[src/rtl/ysyx_22041412_intr_ctrl.sv]
// ---------------------------------------------------------------------------
// ysyx_22041412_intr_ctrl
//
// Machine-mode interrupt controller. It combines the pending machine
// interrupt lines with their mie enables and the global MIE bit. It picks the
// highest-priority source (external > software > timer) and asks the pipeline
// for an instruction-boundary slot. Once the pipeline accepts, the controller
// sequences trap entry:
//   SAVE : one-cycle CSR write strobe (mepc/mcause/mstatus update)
//   JUMP : one-cycle fetch redirect to the mtvec-derived handler address
//
// Ports
//   clk            system clock, all state on the rising edge
//   rst            synchronous active-high reset
//   irq_pend[2:0]  pending levels  {MEIP, MSIP, MTIP}
//   irq_en[2:0]    mie enables     {MEIE, MSIE, MTIE}
//   mstatus_mie    global machine interrupt enable
//   mtvec          trap vector CSR, [1:0] = mode
//   commit_pc      PC of the next instruction to commit (valid with pipe_ack)
//   pipe_ack       pipeline is at a boundary and takes the interrupt
//   intr_req       interrupt request to the pipeline
//   intr_busy      trap entry in progress, pipeline must not commit
//   trap_we        CSR write strobe for trap entry
//   trap_mepc      latched commit_pc
//   trap_mcause    {1, 0..., code[3:0]}
//   redirect_valid one-cycle fetch redirect
//   redirect_pc    trap handler address (meaningful with redirect_valid)
// ---------------------------------------------------------------------------
module ysyx_22041412_intr_ctrl #(
    parameter int XLEN = 64
) (
    input  logic            clk,
    input  logic            rst,
    input  logic [2:0]      irq_pend,
    input  logic [2:0]      irq_en,
    input  logic            mstatus_mie,
    input  logic [XLEN-1:0] mtvec,
    input  logic [XLEN-1:0] commit_pc,
    input  logic            pipe_ack,
    output logic            intr_req,
    output logic            intr_busy,
    output logic            trap_we,
    output logic [XLEN-1:0] trap_mepc,
    output logic [XLEN-1:0] trap_mcause,
    output logic            redirect_valid,
    output logic [XLEN-1:0] redirect_pc
);

    localparam logic [1:0] S_IDLE = 2'd0;
    localparam logic [1:0] S_REQ  = 2'd1;
    localparam logic [1:0] S_SAVE = 2'd2;
    localparam logic [1:0] S_JUMP = 2'd3;

    localparam logic [3:0] CODE_MEI = 4'd11;
    localparam logic [3:0] CODE_MSI = 4'd3;
    localparam logic [3:0] CODE_MTI = 4'd7;

    logic [1:0]      r_state;
    logic [1:0]      w_state_next;
    logic [XLEN-1:0] r_mepc;
    logic [XLEN-1:0] w_mepc_next;
    logic [XLEN-1:0] r_mcause;
    logic [XLEN-1:0] w_mcause_next;

    logic [2:0]      w_eligible;
    logic            w_any;
    logic [3:0]      w_code;
    logic            w_take;
    logic [XLEN-1:0] w_base;
    logic [XLEN-1:0] w_vec_off;
    logic [XLEN-1:0] w_target;

    assign w_eligible = irq_pend & irq_en & {3{mstatus_mie}};
    assign w_any      = |w_eligible;

    // Later assignments override earlier ones, so the last test is the
    // highest priority source.
    always_comb begin
        w_code = 4'd0;
        if (w_eligible[0]) w_code = CODE_MTI;
        if (w_eligible[1]) w_code = CODE_MSI;
        if (w_eligible[2]) w_code = CODE_MEI;
    end

    // Acceptance needs a still-eligible source: a request withdrawn in the
    // same cycle as the ack must not start trap entry.
    assign w_take = (r_state == S_REQ) && pipe_ack && w_any;

    always_comb begin
        w_state_next  = r_state;
        w_mepc_next   = r_mepc;
        w_mcause_next = r_mcause;
        case (r_state)
            S_IDLE: begin
                if (w_any) w_state_next = S_REQ;
            end
            S_REQ: begin
                if (!w_any) begin
                    w_state_next = S_IDLE;
                end else if (w_take) begin
                    w_state_next  = S_SAVE;
                    w_mepc_next   = commit_pc;
                    w_mcause_next = {1'b1, {(XLEN-5){1'b0}}, w_code};
                end
            end
            S_SAVE:  w_state_next = S_JUMP;
            default: w_state_next = S_IDLE;
        endcase
    end

    always_ff @(posedge clk) begin
        if (rst) begin
            r_state  <= S_IDLE;
            r_mepc   <= '0;
            r_mcause <= '0;
        end else begin
            r_state  <= w_state_next;
            r_mepc   <= w_mepc_next;
            r_mcause <= w_mcause_next;
        end
    end

    // Handler address: mode 1 is vectored (base + 4*code); every other mode,
    // including the reserved ones, jumps straight to the base. The addition
    // wraps naturally at XLEN bits.
    assign w_base    = {mtvec[XLEN-1:2], 2'b00};
    assign w_vec_off = {{(XLEN-6){1'b0}}, r_mcause[3:0], 2'b00};
    assign w_target  = (mtvec[1:0] == 2'b01) ? (w_base + w_vec_off) : w_base;

    assign intr_req       = (r_state == S_REQ) && w_any;
    assign intr_busy      = (r_state == S_SAVE) || (r_state == S_JUMP);
    assign trap_we        = (r_state == S_SAVE);
    assign redirect_valid = (r_state == S_JUMP);
    assign trap_mepc      = r_mepc;
    assign trap_mcause    = r_mcause;
    // Forced to zero outside JUMP so the output is clean after reset.
    assign redirect_pc    = (r_state == S_JUMP) ? w_target : '0;

endmodule

[config.mk]
export PLATFORM = sky130hd
export DESIGN_NAME = ysyx_22041412_intr_ctrl
export DESIGN_NICKNAME = d
export VERILOG_FILES = /design/src/rtl/ysyx_22041412_intr_ctrl.sv
export SDC_FILE = /design/constraint.sdc
export NUM_CORES = 1
export LEC_CHECK = 0
export ABC_CLOCK_PERIOD_IN_PS = 2400
export BUFFER_PORTS_ARGS = -buffer_cell sky130_fd_sc_hd__buf_2
export CAP_MARGIN = 30
export CORE_AREA = 8 8 124 126
export CTS_CLUSTER_SIZE = 10
export DETAILED_ROUTE_END_ITERATION = 16
export DIE_AREA = 0 0 132 134
export PLACE_DENSITY = 0.73
export RECOVER_POWER = 25
export SETUP_SLACK_MARGIN = 0.02
export SKIP_CTS_REPAIR_TIMING = 1
export SLEW_MARGIN = 10
export SYNTH_ARGS = -nofsm -noshare
export SYNTH_HDL_FRONTEND = slang
export SYNTH_SLANG_ARGS = --single-unit
[constraint.sdc]
create_clock -name clk -period 2.4 [get_ports clk]
set_clock_uncertainty 0.1 [all_clocks]
set_input_delay 0.12 -clock clk [delete_from_list [all_inputs] [get_ports clk]]
set_output_delay 0.12 -clock clk [all_outputs]
set_load 0.02 [all_outputs]
# ---- After elaboration in Yosys (flattened, before gate mapping)
# Cells that the tools add are included.
dict set report totals {
  ff_bits 71
  inputBits 138
  out_inout_bits 196
  elab_cells 29
}
dict set report op_classes {
  n_addsub 1
  n_eq_ne 6
  n_mux 9
  bitwise_logic 2
  n_reduce_logical 8
}
# op n
set ops {}
lappend ops {{64-bit two-way mux} 2}
lappend ops {{64-bit by 6-bit adder with 64-bit output} 1}
lappend ops {{4-bit two-way mux} 2}
lappend ops {{3-bit AND} 2}
lappend ops {{2-bit two-way mux} 3}
lappend ops {{2-bit one-hot mux with 3 select lines} 1}
lappend ops {{2-bit by 1-bit equality test with 1-bit output (second input constant)} 2}
lappend ops {{2-bit equality test (second input constant)} 2}
lappend ops {{1-bit logical AND} 3}
lappend ops {{3-bit two-way mux} 1}
lappend ops {{3-bit != test (second input constant)} 1}
lappend ops {{3-bit AND reduction} 1}
lappend ops {{3-bit OR reduction} 1}
lappend ops {{2-bit logical NOT} 1}
lappend ops {{2-bit != test (second input constant)} 1}
lappend ops {{2-bit AND reduction} 1}
lappend ops {{1-bit logical OR} 1}

# ---- Longest topological paths before layout
dict set report logic_depth {
  word_depth 7
  depth_mapped 8
  ltp_nobuf 7
}

# ---- Worst setup path before layout
# OpenSTA, ideal clock, no wires.
dict set report synth_path {
  kind {flip-flop to output port}
  startpoint {register r_mcause[1] (netlist: trap_mcause[1])}
  endpoint {output redirect_pc[50]}
  arrival_time_ps 2510
  t_required_ps 2180
  setup_slack_ps -330
  path_stages_with_launch 9
  n_path_buf 1
  path_cell_list {dfxtp_1 ha_1 fa_1 nand3_1 a21oi_1 buf_2 nand4_1 or4_1 a21oi_1}
}
dict set report synth_via {
  elab_chain_len 3
}
# item line_no
set synth_lines {}
lappend synth_lines {{from (decl)} 62} ;# logic [XLEN-1:0] r_mcause;
lappend synth_lines {{from (signal assigned)} 119} ;# r_mcause <= w_mcause_next;
lappend synth_lines {{64-bit by 6-bit adder with 64-bit output} 128} ;# assign w_target = (mtvec[1:0] == 2'b01) ? (w_base + w_vec_off) : w_base;
lappend synth_lines {{64-bit two-way mux} 128}
lappend synth_lines {{64-bit two-way mux} 137} ;# assign redirect_pc = (r_state == S_JUMP) ? w_target : '0;
lappend synth_lines {{to (decl)} 46} ;# output logic [XLEN-1:0] redirect_pc
# No other way between the ends.

# ---- Worst setup path after layout
dict set report layout_path {
  startpoint {register r_mcause[1] (netlist: trap_mcause[1])}
  endpoint {output redirect_pc[34]}
}
# Same word-level chain as after synthesis.

==> results.py <==
metrics = {
    "setup_path": {
        "cp-endpoint": "redirect_pc[34]",
        "path_cells": "ha_4 -> fa_2 -> nand3_4 -> a21oi_2 -> buf_6 -> nand4_1 -> buf_4 -> or3_4 -> a21oi_4 -> buf_6",
        "cp.arrival_ns": 2.49,
        "r2r-end": "trap_mepc[62]",
        "worst_path_most_repeated_cell": "buf_6",
        "cp-end-kind": "output pin",
        "r2r_slack_ns": 0.56,
        "worstSetupStartpointType": "register",
        "r2r_start": "r_state[0]",
        "slowest_delay_ns": 0.37,
        "cp_slowest_cell": "dfxtp_4",
        "critical_path_class": "register to output pin",
        "crit_required_ns": 2.18,
        "startpoint": "trap_mcause[1]",
        "rr_worst_depth": 5,
        "cp_max_fo": 5,
    },
    "timing": {
        "worst_pin_slew_ns": 0.543,
        "period_needed_ns": 2.71,
        "final_hold_viol_count": 0,
        "fmax_mhz": 370,
        "rsz0062_at_grt": "yes",
        "fin_ws_ns": -0.306,
        "setup_viol": 42,
        "drv_slew": 0,
        "maxSlewHeadroom_pct": 63.5,
        "finalCritPeriodShare_pct": 113,
    },
    "route": {
        "m1WireLength_um": 7640,
        "highest_layer": "met4",
        "vias": 6075,
        "drc": 0,
        "detail_route.vias_per_cell": 4.95,
        "met3_length_um": 1860,
        "dr.first_iter.drc_count": 357,
        "wl_met2_um": 10100,
        "postRouteAntennaNets": 0,
        "routedWlPerCell_um": 16.3,
        "totalWireLength_um": 20100,
        "drt_first_pass_iters": 7,
    },
    "synth": {
        "ys_warn_count": 0,
        "synth_area_leaders": "dfxtp_1, nand2_1, a21oi_1, buf_4, or3_1",
        "yosysTopAreaCell": "dfxtp_1",
        "syn_inst": 683,
        "yosysSeqAreaShare_pct": 29.8,
        "syn_area_per_cell_um2": 6.89,
        "ys_ff_latch": 70,
        "synth_top_area_share_pct": 29.8,
        "postSynth.asyncResetShare_pct": 0,
        "synthDistinctLibCells": 47,
        "netlist_area_mm2": 0.00471,
        "synth_edf_count": 0,
        "yosys_most_used_dff": "dfxtp_1",
    },
    "final_layout": {
        "nets": 1186,
        "layout-drive-gt1-share_pct": 36.9,
        "utilization_pct": 58.6,
        "fin_area_mm2": 0.00791,
        "regArea_mm2": 0.00141,
        "layout.cells.most_common_list": "buf_2, nand2_1, a21oi_1",
        "area_delta_synth_final_pct": 68.0,
        "final_common_cell": "buf_2",
        "multi_input_area_mm2": 0.00334,
        "fillCellCount": 1195,
    },
    "clock_network": {
        "cts_tree": "yes",
        "cts.sinks": 70,
        "clockBufferDepth": 2,
        "insertion_delay_ns": 0.32,
        "cts_buffers": 9,
        "htreeDepth": 3,
        "root_buffer": "clkbuf_16",
        "path_clk_slew_ns": 0.05,
    },
    "grt": {
        "antenna_found_initial": 1,
        "grt_pass1_vias": 5377,
        "grt-ovfl-total": 0,
        "grt_pass1_wl_um": 27200,
        "grt_max_degree": 31,
        "grtUsageTotal_pct": 18.4,
    },
    "floorplan": {
        "io_pins": 334,
        "die_w_um": 132,
        "rows": 43,
        "dieArea_mm2": 0.0177,
        "core_mm2": 0.0135,
        "die_h_um": 134,
        "initial_core_util_pct": 34.9,
    },
    "run_status": {
        "violations": "setup timing",
        "status": "finished with violations",
    },
    "power": {
        "p_per_area_mw_per_mm2": 372,
        "vdd_drop_max_uv": 407,
        "power_leakage_nw": 3.35,
    },
    "min_path": {
        "hp-class": "primary input to register",
    },
    "place": {
        "placed_area_mm2": 0.00630,
        "io_buffers": 272,
        "routabilityCongestion": 0.872,
        "dp_slack_ns": -0.0460,
        "post-dp-hpwl_um": 14200,
    },
    "flow_run": {
        "drv_cap": 0,
    },
}
## worst min-delay path by stage
| stage | start | to | slack [ns] | cells past startpoint |
|---|---|---|---|---|
| 3_5_place_dp | commit_pc[29] | trap_mepc[29] | 0.26 | 3 |
| 5_1_grt | commit_pc[5] | trap_mepc[5] | 0.02 | 3 |
| 6_report | commit_pc[5] | trap_mepc[5] | 0.01 | 3 |
| 4_1_cts | commit_pc[40] | trap_mepc[40] | -0.08 | 3 |
| 3_3_place_gp | commit_pc[13] | trap_mepc[13] | 0.26 | 3 |
| 2_1_floorplan | commit_pc[0] | trap_mepc[0] | 0.16 | 2 |
## final cells by class
| class | count | share of cell area (%) |
|---|---|---|
| repair buffers | 388 | 33.2 |
| clock inverters | 2 | 0.127 |
| diodes | 1 | 0.0316 |
| multi-input cells | 562 | 42.3 |
| inverters | 12 | 0.570 |
| flip-flops and latches | 70 | 17.8 |
| well taps | 180 | 2.85 |
| clock buffers | 12 | 3.12 |
## state kept, by name, indices dropped and copies added, names as in the netlist
register	flops
r_state	2
trap_mepc	64
trap_mcause	4
## kinds of logic after synthesis
group           Yosys count  synth area share (%)
compound gates          156                  18.0
xor+xnor                 23                  4.28
fa+ha+maj                 5                  1.49
buf+inv                 111                  13.9
flops                    70                  29.8
other cells               1                0.0796
simple gates            317                  32.6
## layer usage
| metal | GRT usage [%] | up-vias |
|---|---|---|
| met5 | 0 | - |
| met4 | 6.89 | 0 |
| met3 | 7.14 | 30 |
| met2 | 31.9 | 273 |
| met1 | 20.0 | 2825 |
| li1 | - | 2947 |
## cell usage after synthesis (all sizes together), types with 8 or more instances
cell type,n
nand3,28
xor2,19
dfxtp,70
nand2,159
o21ai,25
a21oi,108
buf,70
or4,8
and3,8
nand4,27
clkbuf,29
o31ai,8
nor2,38
or3,27
inv,12
## power by group
group	switching (mW)	total, mW	internal [mW]
clock network	0.462	1.17	0.712
registers	0.0101	1.19	1.18
logic	0.345	0.579	0.234
## per-stage QoR
| step | hold WS (ns) | std cells | setup TNS (ns) | power, mW |
|---|---|---|---|---|
| floorplan | 0.156 | 743 | 0 | 1.53 |
| detailed placement | 0.263 | 1133 | -0.0925 | 1.67 |
| CTS | -0.0836 | 1147 | -11.38 | 2.84 |
| global route | 0.0247 | 1227 | -10.68 | 3.05 |
| finish | 0.0138 | 1227 | -6.31 | 2.94 |
| global placement | 0.260 | 1133 | -0.0165 | 1.67 |
## critical path: cells and delay by family (launching register included)
| family | cells | cell delay [ns] |
|---|---|---|
| fa+ha+maj | 2 | 0.39 |
| buf+inv | 3 | 0.48 |
| compound gates | 2 | 0.29 |
| simple gates | 3 | 0.63 |
| flops | 1 | 0.37 |
Power figures use the tool's default switching activity.
